**config.mk**
```make
export PLATFORM = sky130hd
export DESIGN_NAME = bin_to_bcd_seq
export DESIGN_NICKNAME = d
export VERILOG_FILES = /design/src/rtl/bcd_pkg.sv /design/src/rtl/bcd_digit_adj.sv /design/src/rtl/bin_to_bcd_seq.sv
export SDC_FILE = /design/constraint.sdc
export NUM_CORES = 1
export LEC_CHECK = 0
export CAP_MARGIN = 20
export CELL_PAD_IN_SITES_DETAIL_PLACEMENT = 2
export CELL_PAD_IN_SITES_GLOBAL_PLACEMENT = 2
export CORE_AREA = 2 2 100 102
export CTS_CLUSTER_SIZE = 25
export DETAILED_ROUTE_END_ITERATION = 10
export DIE_AREA = 0 0 102 104
export PLACE_DENSITY_LB_ADDON = 0.1
export SYNTH_ARGS = -nofsm -noshare
export SYNTH_HDL_FRONTEND = slang
export SYNTH_SLANG_ARGS = --single-unit
```
**constraint.sdc**
```tcl
create_clock -name clk_in -period 3.43 [get_ports clk_in]
set_input_delay 0.5145 -clock clk_in [delete_from_list [all_inputs] [get_ports clk_in]]
set_output_delay 0.5145 -clock clk_in [all_outputs]
set_load 0.02 [all_outputs]
```
**src/rtl/bcd_pkg.sv**
```systemverilog
// rtl/bcd_pkg.sv - shared types and elaboration-time helpers for the BCD converter
// Contents: state_t (IDLE/SHIFT), bcd_digit_t, pow10() and lz_mask().
package bcd_pkg;

    typedef enum logic {IDLE, SHIFT} state_t;

    typedef logic [3:0] bcd_digit_t;

    localparam int MAX_DIGITS = 10;

    // 10^n in 64 bits; the loop bound is fixed so it stays a constant function.
    function automatic logic [63:0] pow10(input int n);
        logic [63:0] r;
        r = 64'd1;
        for (int k = 0; k < MAX_DIGITS; k++) begin
            if (k < n) r = r * 64'd10;
        end
        return r;
    endfunction

    // Leading-zero blank mask over the lowest n digits. Bit i is set when
    // digits i..n-1 are all zero. Bit 0 is always clear so zero shows "0".
    function automatic logic [MAX_DIGITS-1:0] lz_mask(input logic [4*MAX_DIGITS-1:0] bcd,
                                                      input int n);
        logic [MAX_DIGITS-1:0] m;
        logic                  zero;
        m    = '0;
        zero = 1'b1;
        for (int i = MAX_DIGITS - 1; i >= 1; i--) begin
            if (i < n) begin
                zero = zero && (bcd[4*i +: 4] == 4'd0);
                m[i] = zero;
            end
        end
        return m;
    endfunction

endpackage

```
**src/rtl/bcd_digit_adj.sv**
```systemverilog
// rtl/bcd_digit_adj.sv - double-dabble digit correction (add 3 when digit >= 5)
// Ports: digit (4-bit BCD digit in), adjusted (corrected digit out).
module bcd_digit_adj
    import bcd_pkg::*;
(
    input  bcd_digit_t digit,
    output bcd_digit_t adjusted
);

    assign adjusted = (digit >= 4'd5) ? digit + 4'd3 : digit;

endmodule

```
**src/rtl/bin_to_bcd_seq.sv**
```systemverilog
// rtl/bin_to_bcd_seq.sv - iterative binary-to-BCD converter, one input bit per clock
// Ports: clk_in, rst_n_in (sync active-low); bin_in/valid_in/ready_out request side;
//        dec_out, blank_out, overflow_out qualified by the one-cycle valid_out pulse.
module bin_to_bcd_seq
    import bcd_pkg::*;
#(
    parameter int BIN_WIDTH = 16,
    parameter int DIGITS    = 5
) (
    input  logic                  clk_in,
    input  logic                  rst_n_in,
    input  logic [BIN_WIDTH-1:0]  bin_in,
    input  logic                  valid_in,
    output logic                  ready_out,
    output logic [4*DIGITS-1:0]   dec_out,
    output logic [DIGITS-1:0]     blank_out,
    output logic                  overflow_out,
    output logic                  valid_out
);

    localparam int                 SW        = 4 * DIGITS;
    localparam int                 CW        = $clog2(BIN_WIDTH + 1);
    localparam logic [63:0]        DEC_MAX   = pow10(DIGITS) - 64'd1;
    localparam logic [DIGITS-1:0]  BLANK_RST = {DIGITS{1'b1}} << 1;
    localparam logic [SW-1:0]      NINES     = {DIGITS{4'h9}};

    state_t                state_q, state_d;
    logic [BIN_WIDTH-1:0]  shreg_q, shreg_d;
    logic [SW-1:0]         scratch_q, scratch_d;
    logic [CW-1:0]         cnt_q, cnt_d;
    logic                  ovf_q, ovf_d;
    logic [SW-1:0]         dec_d;
    logic [DIGITS-1:0]     blank_d;
    logic                  overflow_d;
    logic                  valid_d;
    logic [SW-1:0]         adj;

    for (genvar g = 0; g < DIGITS; g++) begin : g_adj
        bcd_digit_adj u_adj (
            .digit    (scratch_q[4*g +: 4]),
            .adjusted (adj[4*g +: 4])
        );
    end

    assign ready_out = (state_q == IDLE);

    always_comb begin
        state_d    = state_q;
        shreg_d    = shreg_q;
        scratch_d  = scratch_q;
        cnt_d      = cnt_q;
        ovf_d      = ovf_q;
        dec_d      = dec_out;
        blank_d    = blank_out;
        overflow_d = overflow_out;
        valid_d    = 1'b0;
        case (state_q)
            IDLE: begin
                if (valid_in) begin
                    shreg_d   = bin_in;
                    scratch_d = '0;
                    cnt_d     = CW'(BIN_WIDTH);
                    ovf_d     = (64'(bin_in) > DEC_MAX);
                    state_d   = SHIFT;
                end
            end
            SHIFT: begin
                // Bits carried out of the top digit are dropped; overflow is
                // already known from the accept-time compare.
                {scratch_d, shreg_d} = {adj, shreg_q} << 1;
                cnt_d = cnt_q - CW'(1);
                if (cnt_q == CW'(1)) begin
                    state_d    = IDLE;
                    valid_d    = 1'b1;
                    overflow_d = ovf_q;
                    dec_d      = ovf_q ? NINES : scratch_d;
                    blank_d    = ovf_q ? '0
                                       : DIGITS'(lz_mask((4*MAX_DIGITS)'(scratch_d), DIGITS));
                end
            end
            default: state_d = IDLE;
        endcase
    end

    always_ff @(posedge clk_in) begin
        if (!rst_n_in) begin
            state_q      <= IDLE;
            shreg_q      <= '0;
            scratch_q    <= '0;
            cnt_q        <= '0;
            ovf_q        <= 1'b0;
            dec_out      <= '0;
            blank_out    <= BLANK_RST;
            overflow_out <= 1'b0;
            valid_out    <= 1'b0;
        end else begin
            state_q      <= state_d;
            shreg_q      <= shreg_d;
            scratch_q    <= scratch_d;
            cnt_q        <= cnt_d;
            ovf_q        <= ovf_d;
            dec_out      <= dec_d;
            blank_out    <= blank_d;
            overflow_out <= overflow_d;
            valid_out    <= valid_d;
        end
    end

endmodule

```
After elaboration in Yosys (flattened, before gate mapping):

Cells that the tools add are included.

* bits in registers: 67
* input bits: 19
* output and inout port bits: 28
* word-level logic and storage cells: 51

* add/sub/neg operators: 6
* $lt $le $gt $ge: 5
* equality and inequality tests: 2
* multiplexer cells: 21
* bitwise logic cells: 1
* reductions and logical operators: 9

Operators with widths (number)
* one-hot mux 20 bit (2 select lines): 1
* one-hot mux 16 bit (2 select lines): 1
* >= comparator 4 x 3 -> 1 bit, second input constant: 5
* 2-to-1 mux 20 bit: 1
* adder 4 x 2 -> 4 bit, second input constant: 4
* zero test 4 bit: 4
* 2-to-1 mux 16 bit: 1
* 2-to-1 mux 4 bit: 4
* one-hot mux 5 bit (2 select lines): 1
* 2-to-1 mux 1 bit: 9
* equality test 5 x 1 -> 1 bit, second input constant: 1
* 2-to-1 mux 5 bit: 1
* subtractor 5 x 1 -> 5 bit, second input constant: 1
* AND reduction 2 bit: 2
* adder 3 x 2 -> 3 bit, second input constant: 1
* logical AND 1 bit: 3
* 2-to-1 mux 3 bit: 1
* inequality test 2 bit, second input constant: 1
* one-hot mux 1 bit (2 select lines): 1
* inverter 1 bit: 1

Depth between registers and ports, before layout:

Gate-level depths: netlist (run 1).

* word-level depth: 12
* depth in mapped cells: 8
* gate-level depth less buffers: 7

Cells and area by module:

From an unflattened synthesis (run 1), not the netlist that was laid out.

* cell total of the unflattened synthesis: 387
* area total of the unflattened synthesis: 3345.7 µm²

Modules (own cells, without submodules)
* bin_to_bcd_seq: times used 1, cells an instance 307, area each 2839.0 µm², seq. area each 1341.3 µm²
* bcd_digit_adj: times used 5, cells an instance 16, area each 101.3 µm², seq. area each 0.0 µm²

Worst setup path after synthesis (run 1):

No wires, ideal clock.

* path kind: register to register
* start point: reg scratch_q[12]
* end point: reg blank_out[1]
* setup time: 0.084 ns
* arrival time: 1.606 ns
* data required time: 3.346 ns
* slack: 1.740 ns
* cell stages (with the launch flop): 8
* path buffers: 0
* clock period less this slack: 1.690 ns
* cell sequence: dfxtp_1 > inv_1 > ha_1 > nand2b_1 > a21oi_1 > mux2i_1 > nand4_2 > o31ai_2

* cells in the longest elaborated chain, start to end: 12
* elaborated cells on any way between the ends: 14
* those cells by class: add/sub (1); order compare (1); mux (7); reduce/logical (5)

Ends and longest elaborated chain
* start, declared: RTL line bin_to_bcd_seq.sv:29 `logic [SW-1:0] scratch_q, scratch_d;`
* start signal, assigned: RTL line bin_to_bcd_seq.sv:99 `scratch_q <= scratch_d;`
* adder 4 x 2 -> 4 bit / >= comparator 4 x 3 -> 1 bit (equally long branches): RTL line bcd_digit_adj.sv:10 `assign adjusted = (digit >= 4'd5) ? digit + 4'd3 : digit;`
* 2-to-1 mux 4 bit (*): RTL line bcd_digit_adj.sv:10
* zero test 4 bit: RTL line bcd_pkg.sv:31 `zero = zero && (bcd[4*i +: 4] == 4'd0);`
* 2-to-1 mux 1 bit: RTL line bin_to_bcd_seq.sv:72 `if (cnt_q == CW'(1)) begin`
* 2-to-1 mux 1 bit: RTL line bin_to_bcd_seq.sv:57 `case (state_q)`
* logical AND 1 bit (*): RTL line bcd_pkg.sv:31
* 2-to-1 mux 1 bit (*): RTL line bin_to_bcd_seq.sv:72
* 2-to-1 mux 1 bit (*): RTL line bin_to_bcd_seq.sv:57
* logical AND 1 bit (*): RTL line bcd_pkg.sv:31
* 2-to-1 mux 1 bit (*): RTL line bin_to_bcd_seq.sv:72
* 2-to-1 mux 1 bit (*): RTL line bin_to_bcd_seq.sv:57
* logical AND 1 bit (*): RTL line bcd_pkg.sv:31
* end signal, assigned: RTL line bin_to_bcd_seq.sv:103 `blank_out <= blank_d;`
* end, declared: RTL line bin_to_bcd_seq.sv:16 `output logic [DIGITS-1:0] blank_out,`

Every way passes the cells marked *; elsewhere a longest branch is shown, timed or not. The select of a mux whose other input is x is not followed.
A chain may end at the register's enable or synchronous reset.

Worst setup path after layout (run 1):

* start point: reg state_q
* end point: out ready_out

* cells in the longest elaborated chain, start to end: 1

Ends and longest elaborated chain
* start, declared: RTL line bin_to_bcd_seq.sv:27 `state_t state_q, state_d;`
* start signal, assigned: RTL line bin_to_bcd_seq.sv:97 `state_q <= state_d;`
* inverter 1 bit
* end, declared: RTL line bin_to_bcd_seq.sv:14 `output logic ready_out,`

Every way passes these cells.

==> impl_results.md, run 1 <==
* Status: complete, no violations
* Final non-filler cell area at 4110 um2
* Dpl hpwl at 5820 um
* N_diodes at 0
* First-pass GRT wire length at 15100 um
* Largest net degree at the start of global routing at 54
* Total number of vias at roughly 2800
* Crit. End Element: output port
* Setup-failing EPs final at 0
* Register area share after synthesis at 39.9%
* Fin nets at 450
* Layout cells sized above 1 at 8.25%
* Top Layer Used: met4
* Placed Cells at 541
* Post-synth EDFFs at 0
* GR Util All Layers at 18.0%
* Measured slew at the worst slew-check pin at approximately 0.9 ns
* Detailed Route WL at 8770 um
* Pwr dens at 417 nW/um2
* Buffers on Ports at 44
* Placed cell area at 3900 um2
* Initial antenna violation count at 0
* Mapped cell area at between 3000 and 4000 um2
* DRC Markers at 0
* Top Ports at 47
* Register Area at 1340 um2
* Setup ws final at 1.37 ns
* Worst skew pair latency at 0.35 ns
* CTS Buf Count at 9
* WL met1 at about 4000 um
* Power Total at between 1.5 and 2 mW
* Hold_buf cts at 0
* TNS Setup at 0 ns
* Synth Instances at around 380
* WL/cell at around 16 um
* Die ar. at 10600 um2
* Fraction of registers with async set/reset at 0%
* CTS HTree Levels at 3
* Cts repair resizes at 0
* Vias in the first global route at a little over 3000
* RSZ-0062 raised after global routing: false
* Final cell count without fillers at ~560
* Seq cells post-synth at 67
* Ys flop type: dfxtp_1
* Initial Util at a little over a third
* DRT iter0 DRCs at between 50 and 60
* WS Path Type: reg2out
* Clk sinks at 67
* Final Critical Period at 2.06 ns
* Max_cap viols at 0
* Crit Path Max Fanout at 10
* Die width at 102 um
* Worst min-delay path category: reg2reg
* Routed Antenna Nets at 0
* Clk root buf: clkbuf_8
* Yosys warns at 0
* CTS tree: done
* Worst slack, placed at 1.29 ns
* Static Leak at 1.77 nW
* Met3 WL at 305 um
* Final setup skew at 0.00853 ns
* Post-CTS setup buffer count at 0
* Vias per std cell at 5.06
* Relative slew margins at 39.9%
* Fill count at 1118
* GP Congestion at 0.711
* Final hold vios at 0
* Worst EP arrival at 1.55 ns
* Pre-antenna DRT Iters at 4
* VDD IR-drop max at 0.193 mV
* Die Y at approximately 100 um
* Area delta synth->final at 22.1%
* Core area at 9550 um2
* Final slew viol count at 0
* Period utilization at 60.1%
* WP data required at 2.92 ns
* Multi-input logic area at 1850 um2
* Std cell rows at 36
* Peak Freq at 485 MHz
* Bufs on Longest Clock Path at 2
* Met2 WL at roughly 4300 um
* Grt total ovfl at 0
* CP Launch Type: register
* Clk slew on worst S/H paths at 0.07 ns
* Mean post-synth cell area at 8.80 um2
* Distinct cell type count after synthesis at 42
[flip-flops by register name (all words and copies together), names as in the netlist]
register / flops
blank_out: 4
cnt_q: 5
dec_out: 20
scratch_q: 20
shreg_q: 16
state_q: 1
valid_out: 1
[critical path, stage by stage, from the launching register on]
cell	delay, ns
dfxtp_1	0.57
inv_2	0.08
clkdlybuf4s50_1	0.55
[power breakdown]
group | total [mW] | switching, mW | internal, mW
Sequential | 0.826 | 0.0202 | 0.806
Clock | 0.711 | 0.314 | 0.397
Combinational | 0.177 | 0.0952 | 0.0814
[kinds of logic (layout without fill, tap and decap cells)]
kind of cell,after synthesis,after routing,share of synthesized area [%]
simple gates,144,144,21.7
compound gates,87,87,19.2
flops,67,67,39.9
buf+inv,39,80,5.14
mux,26,26,7.89
fa+ha+maj,12,12,4.47
xor+xnor,6,6,1.56
other cells,1,2,0.112
[final timing paths]
| path | startpoint | endpoint | slack [ns] | cells after the start |
|---|---|---|---|---|
| setup / recovery | state_q | ready_out | 1.37 | 2 |
| hold / removal | dec_out[15] | dec_out[15] | 0.46 | 2 |
| setup reg to reg | scratch_q[12] | blank_out[1] | 1.45 | 7 |
| hold reg to reg | dec_out[15] | dec_out[15] | 0.46 | 2 |
[synth_stat cells, drive strengths merged, types with 2 or more instances]
cell type   n  area share, %
a21boi     18            4.0
a21oi      25            4.1
and2        2           0.37
buf        15            2.5
clkbuf     11            1.2
dfxtp      67             40
ha         12            4.5
inv        13            1.5
mux2i      25            7.6
nand2      65            7.3
nand2b      7            1.3
nand3      10            1.5
nor2       11            1.3
nor2b      15            2.8
nor3       16            2.4
nor3b      14            3.3
o211a      21            6.3
o211ai      2           0.45
o21a        4           0.89
o21ai      13            2.3
xnor2       5            1.3
[placed cells by master, fill, tap and decap left out, types with 8 or more instances in the layout]
master,count
nor3b_1,13
nor2_1,9
o21ai_0,8
a21oi_1,22
clkbuf_8,12
clkdlybuf4s50_1,43
nor3_1,16
nand3_1,10
o211a_1,21
nor2b_1,15
mux2i_1,24
nand2_1,65
dfxtp_1,67
ha_1,12
a21boi_1,17
inv_1,12
[layer usage]
metal  up-vias  track usage [%]
li1       1382                -
met5         -                0
met3         8             4.10
met1      1382             21.7
met4         0             6.86
met2        46             30.5
[per-stage QoR]
stage          hold WS, ns  utilization (%)
2_1_floorplan        0.443                -
3_3_place_gp         0.441             40.8
3_5_place_dp         0.450             40.8
4_1_cts              0.461             43.0
5_1_grt              0.484             43.0
6_report             0.457             43.0
[layout make-up]
class	count	area share, %
multi-input cells	277	45.2
inverters	13	1.19
clock buffers	15	4.30
well taps	133	4.05
clock inverters	1	0.731
flip-flops and latches	67	32.7
repair buffers	51	11.9
Note: power is estimated with default switching activity, not from simulation.
==> run 2: changes to the inputs <==
--- a/config.mk
+++ b/config.mk
@@ -8,10 +8,10 @@
 export CAP_MARGIN = 20
 export CELL_PAD_IN_SITES_DETAIL_PLACEMENT = 2
 export CELL_PAD_IN_SITES_GLOBAL_PLACEMENT = 2
-export CORE_AREA = 2 2 100 102
+export CORE_AREA = 2 2 109 111
 export CTS_CLUSTER_SIZE = 25
 export DETAILED_ROUTE_END_ITERATION = 10
-export DIE_AREA = 0 0 102 104
+export DIE_AREA = 0 0 111 113
 export PLACE_DENSITY_LB_ADDON = 0.1
 export SYNTH_ARGS = -nofsm -noshare
 export SYNTH_HDL_FRONTEND = slang
==> constraint.sdc (replaced) <==
create_clock -name clk_in -period 1.85 [get_ports clk_in]
set_input_delay 0.2775 -clock clk_in [delete_from_list [all_inputs] [get_ports clk_in]]
set_output_delay 0.2775 -clock clk_in [all_outputs]
set_load 0.02 [all_outputs]
==> run 2 against run 1 <==
Compared with the run above: register-to-register slack got worse by 1.3 ns; design area rose by 5.8%; first-iteration DRC count rose by 7.0%; combinational power rose by 99%; sequential share of layout area fell by 1.7 points; critical path depth rose by 4; highest routed layer unchanged; critical path type is now reg2reg.
==> impl_results.md, run 2 (synthesized netlist as in run 1, its figures left out) <==
* Switching fraction of total power at 24.6%
* Clock power share at 46.1%
* Std cell rows at 39
* GR Util All Layers at 15.3%
* Crit. End Element: register
* N_diodes at 0
* Buffers on Ports at 44
* Pwr dens at 805 nW/um2
* CP Launch Type: register
* Layout cells sized above 1 at 13.8%
* GP Congestion at approximately 0.77
* Die width at 111 um
* Peak Freq at 576 MHz
* Max_cap viols at 0
* Setup-failing EPs final at 0
* Gr busiest metal: met2
* CTS HTree Levels at 3
* Initial Util at 29.8%
* Met1 Track Usage GR at 18.7%
* Sequential Power Share at 43.8%
* RSZ-0062 raised after global routing: true
* Top Ports at 47
* Worst min-delay path category: in2reg
* Static Leak at 1.87 nW
* Crit Path Max Fanout at 4
* Fin nets at 461
* Worst setup path start: scratch_q[16]
* Final hold vios at 0
* Pre-antenna DRT Iters at 4
* Detailed Route WL at 9070 um
* Worst slack, placed at 0.00218 ns
* Fill count at 1264
* WP data required at 2.10 ns
* Largest net degree at the start of global routing at 39
* Status: complete, no violations
* Logic pwr share at about a tenth
* Met3 Usage GRT at 3.70%
* Bufs on Longest Clock Path at 2
* Clk slew on worst S/H paths at around 0.05 ns
* Hold Crit Start: rst_n_in
* Worst skew pair latency at ~0.33 ns
* Total number of vias at 2859
* Clk sinks at 67
* CTS Buf Count at 9
* DRC Markers at 0
* Net Switching at 860 uW
* Largest registers: dec_out (20), scratch_q (20), shreg_q (16)
* VDD IR-drop max at 0.367 mV
* First-pass GRT wire length at 15300 um
* Placed cell area at 4020 um2
* Final Critical Period at roughly 1.7 ns
* Routed Antenna Nets at 0
* Dpl hpwl at 6430 um
* WL/cell at 15.7 um
* Grt total ovfl at 0
* Hold_buf cts at 0
* Final slew viol count at 0
* DRT iter0 DRCs at 61
* Die Y at 113 um
* Min Hold Slack at 0.279 ns
* Worst EP arrival at 1.98 ns
* Setup ws final at 0.114 ns
* Core area at 11300 um2
* Die ar. at 12500 um2
* Vias per std cell at 4.95
* Final non-filler cell area at 4340 um2
* R2R Path Start: scratch_q[16]
* Period utilization at 93.9%
* Final setup skew at 0.00578 ns
* Vias in the first global route at ~3100
* Met2 Use GR at 25.9%
* Pint at 2.63 mW
* WS Path Type: reg2reg
* Clk root buf: clkbuf_16
* CTS tree: done
* Initial antenna violation count at 0
* Most frequent cells in the layout: nand2_1 (65), dfxtp_1 (65), clkdlybuf4s50_1 (43)
* Area delta synth->final at 29.1%
-- run 2: changes by cell type in the layout (fill, tap and decap cells not counted), moves of 2 or more --
cell	change
ha_1	-2
a21oi_1	-2
clkbuf_16	+9
dfxtp_1	-2
inv_1	-5
buf_12	+2
ha_4	+2
clkinv_2	+4
clkbuf_1	-3
inv_2	+5
dfxtp_2	+2
clkbuf_8	-10
buf_4	+9
-- run 2: power groups by stage --
stage	combinational (mW)	clock, mW	sequential (mW)
floorplan	0.220	0	1.56
global placement	0.351	0	1.56
detailed placement	0.359	0	1.56
CTS	0.361	1.67	1.53
global route	0.393	1.74	1.54
finish	0.352	1.61	1.53
-- run 2: layer usage --
| metal | wire (um) | share of wire, % | up-vias |
|---|---|---|---|
| li1 | - | - | 1409 |
| met1 | 4210 | 46 | 1394 |
| met2 | 4340 | 48 | 45 |
| met3 | 361 | 4.0 | 11 |
| met4 | 153 | 1.7 | 0 |
| met5 | 0 | 0 | - |
-- run 2: final timing paths --
path	slack (ns)	cells past startpoint	endpoint
worst min register to register	0.46	2	dec_out[12]
worst max-delay path	0.11	6	blank_out[1]
worst max register to register	0.11	6	blank_out[1]
worst min-delay path	0.28	3	blank_out[1]
-- run 2: cell type report --
type | instances | area [um2] | area share, %
Clock buffer | 11 | 253 | 5.82
Clock inverter | 5 | 27.5 | 0.634
Inverter | 13 | 48.8 | 1.12
Multi-Input combinational cell | 277 | 1890 | 43.6
Sequential cell | 67 | 1340 | 31.0
Tap cell | 143 | 179 | 4.12
Timing Repair Buffer | 62 | 596 | 13.7
-- run 2: repair_timing --
item | in CTS | in global routing
resized for setup | 1 | 13
pin swaps | 0 | 4
setup buffers | 0 | 0
endpoints found under the setup margin | 1 | 9
-- run 2: worst max-delay path: stages, from the launching register on --
cell and delay (ns):
dfxtp_1 0.35, ha_1 0.21, nand2b_1 0.15, a21oi_2 0.19, mux2i_2 0.30, nand4_2 0.19, o31ai_2 0.26
-- run 2: metrics by stage --
step / utilization, % / TNS, ns / total power [mW] / cells
6_report: 38.5 / 0 / 3.49 / 578
5_1_grt: 38.5 / -0.0471 / 3.67 / 578
4_1_cts: 38.2 / 0 / 3.56 / 578
3_5_place_dp: 35.7 / 0 / 1.92 / 562
3_3_place_gp: 35.7 / 0 / 1.91 / 562
2_1_floorplan: - / 0 / 1.78 / 383
==> RTL change 1: new RTL, config.mk and constraints of run 1 <==
`shreg_q` no longer has a reset.
--- a/src/rtl/bin_to_bcd_seq.sv
+++ b/src/rtl/bin_to_bcd_seq.sv
@@ -85,7 +85,6 @@
     always_ff @(posedge clk_in) begin
         if (!rst_n_in) begin
             state_q      <= IDLE;
-            shreg_q      <= '0;
             scratch_q    <= '0;
             cnt_q        <= '0;
             ovf_q        <= 1'b0;
@@ -95,7 +94,6 @@
             valid_out    <= 1'b0;
         end else begin
             state_q      <= state_d;
-            shreg_q      <= shreg_d;
             scratch_q    <= scratch_d;
             cnt_q        <= cnt_d;
             ovf_q        <= ovf_d;
@@ -106,5 +104,9 @@
         end
     end
 
+    always_ff @(posedge clk_in) begin
+        shreg_q <= shreg_d;
+    end
+
 endmodule
 
Behaviour: no difference found for any inputs over 10 cycles, from zero or initial values and one cycle with rst_n_in low; that may be too few to reach the edited logic, so the function may still have changed.
==> RTL change 1 against run 1 <==
Global-route usage is 2.1 points lower; core utilization is 0.43 points lower; routed wire length is 11% lower; highest routed layer unchanged; maximum frequency fell by 17%; final area shrank 1.0%; final cell count down 6.1%; total power increased by 5.2%; sequential cell count unchanged; sequential power up 5.1%; worst setup slack lost 0.43 ns; synthesized area down 2.5%.
==> RTL change 1: results (changes against run 1) <==
Peak VDD IR: 0.000203 V (+5.2%)
number of synthesized flops with an enable pin: 16 (+16)
Clock-cell share: 0.0567 (+0.00636)
DP Worst Slack: 1.08 ns (-0.208 ns)
Placement Cell Area: 3830 µm² (-1.7%)
worst r2r path cells: 5 (-2)
grt met3 use: 0.0390 (-0.00202)
Power Clock: 0.778 mW (+9.4%)
Root Buffer: clkbuf_8
R2R setup slack: 1.38 ns (-0.07 ns)
FILL cells: 1047 (-6.4%)
status: completed
crit-path max FO: 21 (+11)
initial drt markers: 42 (-26%)
Signal buf overhead: 0.118 (-0.00126)
number of non-clock inverters in the layout: 14 (+1)
Top Metal Used: met4
GRT Overall Usage: 0.159 (-0.0209)
combinational power share: 0.086 (-0.017)
worst rel slew slack: 0.557 (+0.157)
first-pass GRT wire length: 13500 µm (-10%)
routed wl met3: 180 µm (-41%)
setup slack after layout: 0.932 ns (-0.435 ns)
Psw: 0.404 mW (-5.8%)
Post-DP HPWL: 5430 µm (-6.8%)
mux contribution to synthesized area: 0.0821 (+0.00319)
hold path start: dec_out[0]$_SDFFE_PN0P_
routed wire length: 7840 µm (-11%)
final core occ: 0.426 (-0.00432)
XOR/XNOR share of the synthesized area: 0.0160 (+0.000406)
Post-Syn Instances: 344 (-9.9%)
post-route ant nets: 0 (unchanged)
critical path arrival: 1.98 ns (+0.43 ns)
pin count of the biggest net entering global routing: 52 (-3.7%)
Tot Pwr: 1.80 mW (+5.2%)
Seq area share: 0.370 (+0.0430)
ranking of synthesized cells by area: dfxtp_1 (31%), edfxtp_1 (15%), nand2_1 (5.5%), mux2_2 (5.2%), ha_1 (4.6%)
grt met1 use: 0.190 (-0.0269)
M1 wire length: 3550 µm (-11%)
count of cell types in the netlist: 39 (-7.1%)
Lkg Pwr: 1.58 nW (-11%)
WL met2: 4060 µm (-6.2%)
final net count: 416 (-7.6%)
Vias: 2563 (-9.0%)
layout cells sized above 1: 0.118 (+0.0354)
Multi-Input Combinational: 244 (-12%)
Non-Filler Instances: 523 (-6.1%)
worst clock skew: 0.0128 ns (+0.00429 ns)
Seq/Total Area, Yosys: 0.458 (+0.0592)
complex-gate fraction of the synthesized area: 0.147 (-0.0454)
CP Capture Point: ready_out
multi-input gate share of the layout cell area: 0.402 (-0.0496)
post-synthesis adder-cell area fraction: 0.0458 (+0.00116)
vias in the first global route: 2762 (-11%)
non-clock buffer count: 49 (-3.9%)
gp weighted congestion: 0.733 (+3.2%)
Post-synth top cells: dfxtp_1 (51), nand2_1 (48), a21oi_1 (23)
met2 usage: 0.281 (-0.0244)
DP Cell Count: 507 (-6.3%)
CTS resizes: 0 (unchanged)
==> RTL change 1: changes by cell type after synthesis, sizes merged, moves of 4 or more <==
cell,before,now
clkbuf,11,7
dfxtp,67,51
edfxtp,0,16
mux2,1,15
mux2i,25,10
nand2,65,48
o211a,21,8
==> RTL change 1: worst min path at each step <==
| stage | end | slack (ns) | cells past startpoint |
|---|---|---|---|
| 3_3_place_gp | dec_out[2]$_SDFFE_PN0P_ | 0.44 | 2 |
| 5_1_grt | dec_out[18]$_SDFFE_PN0P_ | 0.48 | 2 |
| 4_1_cts | dec_out[10]$_SDFFE_PN0P_ | 0.46 | 2 |
| 3_5_place_dp | dec_out[10]$_SDFFE_PN0P_ | 0.45 | 2 |
| 6_report | dec_out[0]$_SDFFE_PN0P_ | 0.46 | 2 |
| 2_1_floorplan | scratch_q[19]$_SDFFE_PN0P_ | 0.47 | 2 |
==> RTL change 1: critical path: stages, from the launching register on <==
cell and delay, ns:
dfxtp_2 0.66, inv_1 0.35, clkdlybuf4s50_1 0.63
==> RTL change 2: new RTL, settings of run 1 <==
Made on the original files. Change the parameter `BIN_WIDTH` from 16 to 32.
--- a/src/rtl/bin_to_bcd_seq.sv
+++ b/src/rtl/bin_to_bcd_seq.sv
@@ -4,7 +4,7 @@
 module bin_to_bcd_seq
     import bcd_pkg::*;
 #(
-    parameter int BIN_WIDTH = 16,
+    parameter int BIN_WIDTH = 32,
     parameter int DIGITS    = 5
 ) (
     input  logic                  clk_in,
Interface: changed (resized bin_in); port bits go from 47 to 63. No check against the original RTL was run, so the function may have changed too.
==> RTL change 2 against run 1 <==
Sequential power increased by 30%; synthesized area increased by 22%; critical path depth increased by 5; total power increased by 21%; final area increased by 21%; clock skew increased by 0.0043 ns; count of clock-buffer cells in the layout decreased by 4; via count increased by 36%; sequential cell count increased by 19; global-route usage increased by 8.6 points; routed wire length increased by 57%; worst setup slack got worse by 0.22 ns; synthesized cell count increased by 30%; sequential share of layout area increased by 2.0 points.
==> RTL change 2: results (changes against run 1) <==
Tightest Pin Transition: 0.858 ns (-0.0433 ns)
DP Worst Slack: 0.992 ns (-0.300 ns)
hold path start: dec_out[6]$_SDFFE_PN0P_
IO Port Bufs: 61 (+39%)
pin count of the biggest net entering global routing: 69 (+28%)
Area Overhead vs Synth: 21.5%
Largest regs: shreg_q x32, dec_out x20, scratch_q x20
final hold slack: 0.454 ns (-0.00235 ns)
Seq/Total Area, Yosys: 0.421 (+0.0218)
layout cells sized above 1: 0.0568 (-0.0258)
Peak VDD IR: 0.000204 V (+5.4%)
non-clock buffer count: 68 (+33%)
worst clock skew: 0.0128 ns (+0.00427 ns)
FILL cells: 1062 (-5.0%)
CLK BUF: 11 (-4)
Clock-cell share: 0.0380 (-0.0123)
Placement Cell Area: 4780 µm² (+23%)
CP startpoint: scratch_q[16]$_SDFFE_PN0P_
Psw: 0.569 mW (+33%)
Seq area share: 0.347 (+0.0198)
Reg power frac: 0.517 (+0.035)
CP max stage delay: 0.46 ns (-0.11 ns)
critical path arrival: 2.57 ns (+1.02 ns)
Endpoint, Worst Hold: dec_out[6]$_SDFFE_PN0P_
Power Clock: 0.729 mW (+3%)
count of cell types in the netlist: 46 (+9.5%)
ranking of synthesized cells by area: dfxtp_1 (42%), mux2i_1 (8.8%), nor2_1 (8.7%), a21oi_1 (7.8%), ha_1 (3.7%)
status: completed
DP Cell Count: 664 (+23%)
Vias: 3825 (+36%)
routed wire length: 13700 µm (+57%)
## RTL change 2: cell count changes after synthesis, sizes merged, moves of 12 or more
cell / before / now
dfxtp: 67 / 86
nor2b: 15 / 3
o211a: 21 / 0
nor2: 11 / 95
a21oi: 25 / 64
nor3: 16 / 30
nand2: 65 / 23
a21boi: 18 / 0
## RTL change 2: logic make-up (layout without fill, tap and decap cells)
group	count (synthesis)	count (layout)	share of synthesized area
buffers and inverters	49	100	0.0483
other	1	1	0.000917
AO/OA/AOI/OAI	121	121	0.183
multiplexers	36	36	0.0881
XOR/XNOR	5	5	0.0107
flip-flops	86	86	0.421
adder cells (fa/ha/maj)	12	12	0.0367
AND/OR/NAND/NOR	185	185	0.212
## RTL change 2: per-layer routing
layer,wire length [µm],global-route usage
met4,356,0.114
met3,418,0.0430
met5,0,0
met1,5690,0.299
met2,7270,0.484
